===== src/rtl/param_loader_pkg.sv =====
// Shared types and constants for the parameter-bank frame loader.
package param_loader_pkg;

    typedef enum logic [2:0] {
        IDLE,
        GET_SEL,
        GET_VAL,
        GET_CHK,
        COMMIT
    } state_t;

    localparam logic [7:0] HDR_BYTE = 8'hA5;
    localparam int         SEL_W    = 3;
    localparam int         VAL_W    = 8;
    localparam int         N_PARAMS = 8;

    function automatic logic [7:0] frame_chk(input logic [SEL_W-1:0] sel,
                                             input logic [VAL_W-1:0] val);
        return HDR_BYTE ^ {{(8-SEL_W){1'b0}}, sel} ^ val;
    endfunction

endpackage


===== src/rtl/param_loader_gap.sv =====
// Inter-byte gap counter; expired flags the cycle whose edge would reach the limit.
// Counter reaches the limit at most once before the owner leaves the frame, so it never wraps.
module gap_timer #(
    parameter int TIMEOUT_CYCLES = 100000
) (
    input  logic clk,
    input  logic rst,
    input  logic clr,
    input  logic en,
    output logic expired
);

    localparam int            CW   = $clog2(TIMEOUT_CYCLES + 1);
    localparam logic [CW-1:0] LAST = CW'(TIMEOUT_CYCLES - 1);

    logic [CW-1:0] cnt;

    always_ff @(posedge clk or posedge rst) begin
        if (rst) begin
            cnt <= '0;
        end else if (clr) begin
            cnt <= '0;
        end else if (en) begin
            cnt <= cnt + CW'(1);
        end
    end

    assign expired = en && (cnt == LAST);

endmodule


===== src/rtl/param_loader.sv =====
// Parses A5/SEL/VALUE/CHK frames and issues one-cycle program strobes to the bank.
// rx_ready drops only during the COMMIT cycle; all outputs are registered.
module param_loader
    import param_loader_pkg::*;
#(
    parameter int TIMEOUT_CYCLES = 100000
) (
    input  logic             clk,
    input  logic             rst,
    input  logic [7:0]       rx_data,
    input  logic             rx_valid,
    output logic             rx_ready,
    output logic [SEL_W-1:0] param_sel,
    output logic [VAL_W-1:0] param_value,
    output logic             param_program,
    output logic [N_PARAMS-1:0] programmed_mask,
    output logic [7:0]       err_count,
    output logic             busy
);

    state_t           state, next_state;
    logic             accept;
    logic             in_frame;
    logic             gap_expired;
    logic             timeout;
    logic             err_evt;
    logic [SEL_W-1:0] sel_q;
    logic [VAL_W-1:0] val_q;

    assign accept   = rx_valid && rx_ready;
    assign in_frame = (state == GET_SEL) || (state == GET_VAL) || (state == GET_CHK);
    // An accepted byte on the limit cycle clears the timer and beats the timeout.
    assign timeout  = gap_expired && !accept;

    gap_timer #(
        .TIMEOUT_CYCLES(TIMEOUT_CYCLES)
    ) u_gap (
        .clk    (clk),
        .rst    (rst),
        .clr    (accept || !in_frame),
        .en     (in_frame),
        .expired(gap_expired)
    );

    always_ff @(posedge clk or posedge rst) begin
        if (rst) begin
            state <= IDLE;
        end else begin
            state <= next_state;
        end
    end

    always_comb begin
        next_state = state;
        err_evt    = 1'b0;
        case (state)
            IDLE: begin
                if (accept && rx_data == HDR_BYTE) next_state = GET_SEL;
            end
            GET_SEL: begin
                if (accept) begin
                    if (rx_data[7:SEL_W] != '0) begin
                        err_evt    = 1'b1;
                        next_state = IDLE;
                    end else begin
                        next_state = GET_VAL;
                    end
                end else if (timeout) begin
                    err_evt    = 1'b1;
                    next_state = IDLE;
                end
            end
            GET_VAL: begin
                if (accept) begin
                    next_state = GET_CHK;
                end else if (timeout) begin
                    err_evt    = 1'b1;
                    next_state = IDLE;
                end
            end
            GET_CHK: begin
                if (accept) begin
                    if (rx_data == frame_chk(sel_q, val_q)) begin
                        next_state = COMMIT;
                    end else begin
                        err_evt    = 1'b1;
                        next_state = IDLE;
                    end
                end else if (timeout) begin
                    err_evt    = 1'b1;
                    next_state = IDLE;
                end
            end
            COMMIT:  next_state = IDLE;
            default: next_state = IDLE;
        endcase
    end

    always_ff @(posedge clk or posedge rst) begin
        if (rst) begin
            sel_q <= '0;
            val_q <= '0;
        end else begin
            if (accept && state == GET_SEL) sel_q <= rx_data[SEL_W-1:0];
            if (accept && state == GET_VAL) val_q <= rx_data;
        end
    end

    always_ff @(posedge clk or posedge rst) begin
        if (rst) begin
            rx_ready        <= 1'b1;
            busy            <= 1'b0;
            param_program   <= 1'b0;
            param_sel       <= '0;
            param_value     <= '0;
            programmed_mask <= '0;
            err_count       <= '0;
        end else begin
            rx_ready      <= (next_state != COMMIT);
            busy          <= (next_state != IDLE);
            param_program <= (state == COMMIT);
            if (state == COMMIT) begin
                param_sel   <= sel_q;
                param_value <= val_q;
            end
            // Mask follows the strobe by one cycle.
            if (param_program) programmed_mask[param_sel] <= 1'b1;
            if (err_evt && err_count != 8'hFF) err_count <= err_count + 8'd1;
        end
    end

endmodule


===== config.mk =====
export PLATFORM = sky130hd
export DESIGN_NAME = param_loader
export DESIGN_NICKNAME = d
export VERILOG_FILES = /design/src/rtl/param_loader_pkg.sv /design/src/rtl/param_loader_gap.sv /design/src/rtl/param_loader.sv
export SDC_FILE = /design/constraint.sdc
export NUM_CORES = 1
export LEC_CHECK = 0
export ABC_AREA = 1
export ABC_CLOCK_PERIOD_IN_PS = 1590
export CAP_MARGIN = 40
export CORE_ASPECT_RATIO = 0.75
export CORE_UTILIZATION = 51
export CTS_BUF_LIST = sky130_fd_sc_hd__clkbuf_2
export DETAILED_ROUTE_END_ITERATION = 6
export PLACE_DENSITY_LB_ADDON = 0.1
export SYNTH_ARGS = -nofsm -noshare
export SYNTH_HDL_FRONTEND = slang
export SYNTH_SLANG_ARGS = --single-unit

===== constraint.sdc =====
create_clock -name clk -period 1.59 [get_ports clk]
set_input_delay 0.159 -clock clk [delete_from_list [all_inputs] [get_ports clk]]
set_output_delay 0.159 -clock clk [all_outputs]
set_load 0.02 [all_outputs]

==> summary.txt <==
met2 wirelength from detailed routing - 2747 µm
CTS tree - yes
Die Y - 68.12 µm
Syn Inst Count - 354
DRC marker count from the first detailed-route iteration - 122
category of the worst setup path capture point - register
clock latency of the later-clocked register in the worst-skew pair - 480 ps
RD Place Congestion - 0.8880
synthesized area per cell - 8.398 µm²
cell at the root of the clock tree - clkbuf_2
Core Rows - 23
upper clock frequency limit - 0.6312 GHz
Tmin final - 1584 ps
switching power - 729.5 µW
setup violation total in the final timing report - 0
clock buffers created by TritonCTS - 9
CP startpoint kind - register
part of the power in combinational logic - 8.1%
effective utilization at floorplan - 54.37%
worst slew pin tran - 391.8 ps
register share of total power - 58.1%
worst path required time - 1950 ps
detailed-routed wire length on met3 - 266 µm
largest fanout of any net on the critical path - 8
slew margin rel. - 73.82%
io pins - 41
global-route usage over all layers - 22.37%
ordered list of cells on the worst path - ha_2, nand2_2, inv_2, nand2_4, nor2_4, nand2_2, nor2_4, nor2_4, nand2_4, nand2_4, nand2_1, nand2_1
netlist area before placement - 2973 µm²
Critical path buffers and inverters - 1
leakage power of the design - 1.886 nW
Final HPWL DP - 4329 µm
count of yosys warnings during synthesis - 0
unrepaired setup endpoints after global routing - yes
Residual DRC - 0
net switching share of the total power - 26.17%
Max-cap violations - 0
classification of the worst-slack hold path - in -> reg
width of the die - 90.16 µm
status - finished, final reports clean
vias in the first global route - 2238
highest-delay cell along the critical path - dfrtp_1
drt first pass iters - 4
internal portion of total power - 2.058 mW
fraction of the cycle the final worst path needs - 99.64%
wire length of the first global-routing pass - 10460 µm
Worst Path Class, Setup - reg -> reg
pwr/cell area - 743.1 nW/µm²
count of distinct cell types in the synthesized netlist - 30
share of post-route cells with drive strength above 1 - 20.66%
fin nets - 434
Setup Skew - 32.65 ps
total number of vias - 2547
remaining number of nets flagged by the antenna check after routing - 0
routed metal-1 wire length - 3213 µm
routed length per placed instance - 12.55 µm
number of sinks on the clock net - 61
die footprint - 6142 µm²
total power draw - 2.787 mW
clock network fraction of design power - 33.9%
flop and latch count out of synthesis - 61
highest metal layer used by the detailed router - met4
input/output buffers - 40
maximum root-to-sink buffer count - 2
post-layout utilization of the core - 68.60%
clock transition time at the flip-flop clock pins of the worst setup and hold paths - 170 ps
area added between synthesis and finish - 26.18%
Synthesized Nets - 367
antenna violations before repair - 0
sum of overflow across all layers after global routing - 0
largest stage delay on the critical path - 390 ps
kind of cell adding the most delay to the critical path - simple AND/OR/NAND/NOR gates
routed vias/inst - 5.084
Final Hold Vio Count - 0
area of the core region - 5468 µm²
sequential-to-total area share from yosys stat - 51.39%
post-detailed-routing wire length - 6288 µm
number of H-tree levels - 3
maximum vdd drop - 0.4007 mV
Antenna Diode Count - 0
final-report max-slew violation count - 0
data arrival time of the critical path - 1950 ps
maximum number of pins on one net before global-route repair - 25
-- worst min-delay path: cells and delay by family --
family | cells | cell delay, ps
AO/OA/AOI/OAI | 1 | 90
buffers and inverters | 2 | 560
-- through the flow --
step / hold WS (ps) / cell area (µm²) / setup TNS, ps / instances / worst slack [ps]
after detailed placement: 461.5 / 3565 / -570.2 / 477 / -81.55
after floorplan: 270.9 / 2977 / 0 / 354 / 167.7
final: 355.4 / 3751 / 0 / 501 / 5.703
after CTS: 286.3 / 3670 / 0 / 495 / 6.911
after global routing: 285.9 / 3751 / -1212 / 501 / -130.3
after global placement: 453.7 / 3565 / -333.3 / 477 / -43.79
-- final timing paths --
| path | from | end | slack, ps | cells after the start |
|---|---|---|---|---|
| max in group asynchronous | rst | rx_ready | 520 | 4 |
| max | u_gap.cnt[0] | err_count[1] | 6 | 12 |
| max reg2reg | u_gap.cnt[0] | err_count[1] | 6 | 12 |
| min reg2reg | programmed_mask[1] | programmed_mask[1] | 490 | 1 |
| min in group asynchronous | rst | u_gap.cnt[4] | 550 | 3 |
| min | rx_data[6] | val_q[6] | 360 | 3 |
-- registers in the layout (all words and copies together), names as in the netlist --
name and count:
u_gap.cnt 17, err_count 8, param_value 8, programmed_mask 8, val_q 8, param_sel 3, sel_q 3, state 3
busy 1, param_program 1, rx_ready 1
-- synth_stat cells (all sizes together) --
master  number  area share (%)
nor3        12             2.7
buf          2            0.34
a221oi       1            0.50
nand3b       1            0.67
nand4        7             1.5
o21ai       32             5.4
clkbuf       1            0.13
nor3b        1            0.25
nor2        30             5.1
dfrtp       60              51
inv         47             5.9
nand2      105              14
o21a         1            0.25
ha           2            0.84
xor2         5             1.5
dfstp        1            0.88
a21oi        9             1.5
xnor2        4             1.2
nand3       23             4.0
or2          1            0.21
a31oi        1            0.21
o21bai       8             2.0
-- placed cells by master, fill, tap and decap left out, types with 4 or more instances in the layout --
| cell type | netlist | layout |
|---|---|---|
| nand2_1 | 97 | 93 |
| dfrtp_1 | 60 | 57 |
| inv_1 | 30 | 29 |
| dlygate4sd2_1 | 0 | 29 |
| o21ai_0 | 23 | 22 |
| nand3_1 | 22 | 22 |
| nor2_1 | 21 | 21 |
| inv_2 | 17 | 17 |
| buf_4 | 0 | 15 |
| clkbuf_2 | 0 | 13 |
| o21ai_1 | 9 | 10 |
| clkdlybuf4s50_1 | 0 | 10 |
| nand2_2 | 5 | 9 |
| a21oi_1 | 9 | 9 |
| nor3_1 | 8 | 8 |
| o21bai_1 | 8 | 8 |
| nand4_1 | 7 | 7 |
| nor2_4 | 3 | 6 |
| xor2_1 | 5 | 5 |
| nand2_4 | 3 | 4 |
| nor3_2 | 4 | 4 |
| xnor2_1 | 4 | 4 |
-- metal layers --
layer,vias to the layer above,global-route usage [%]
li1,1279,-
met1,1205,31.01
met2,56,33.97
met3,7,6.444
met4,0,7.863
met5,-,0
-- power groups by stage --
stage / Clock, mW / Sequential (mW) / Combinational [mW]
2_1_floorplan: 0 / 1.65 / 0.127
3_3_place_gp: 0 / 1.65 / 0.226
3_5_place_dp: 0 / 1.65 / 0.230
4_1_cts: 0.978 / 1.62 / 0.229
5_1_grt: 1.05 / 1.62 / 0.256
6_report: 0.944 / 1.62 / 0.225
-- cell families after synthesis --
kind of cell / after synthesis / share of synthesized area, %
buf+inv: 50 / 6.397
flops: 61 / 51.39
xor+xnor: 9 / 2.651
simple gates: 180 / 28.83
fa+ha+maj: 2 / 0.8416
compound gates: 52 / 9.891
-- final cells by class --
type / instances / area (µm²)
timing repair buffer: 58 / 521.8
sequential: 61 / 1531
clock inverter: 4 / 50.05
inverter: 47 / 180.2
tap: 75 / 93.84
multi-input combinational: 244 / 1314
fill: 446 / 1717
clock buffer: 12 / 60.06
-- timing repair --
action	in CTS	in global routing
gates cloned	1	0
hold endpoints to repair	14	0
resized for setup	36	12
buffers inserted	0	6
endpoints found under the setup margin	39	15
pin swaps	2	4
hold buffers	1	0
No activity file was read; power rests on OpenSTA's default activity.
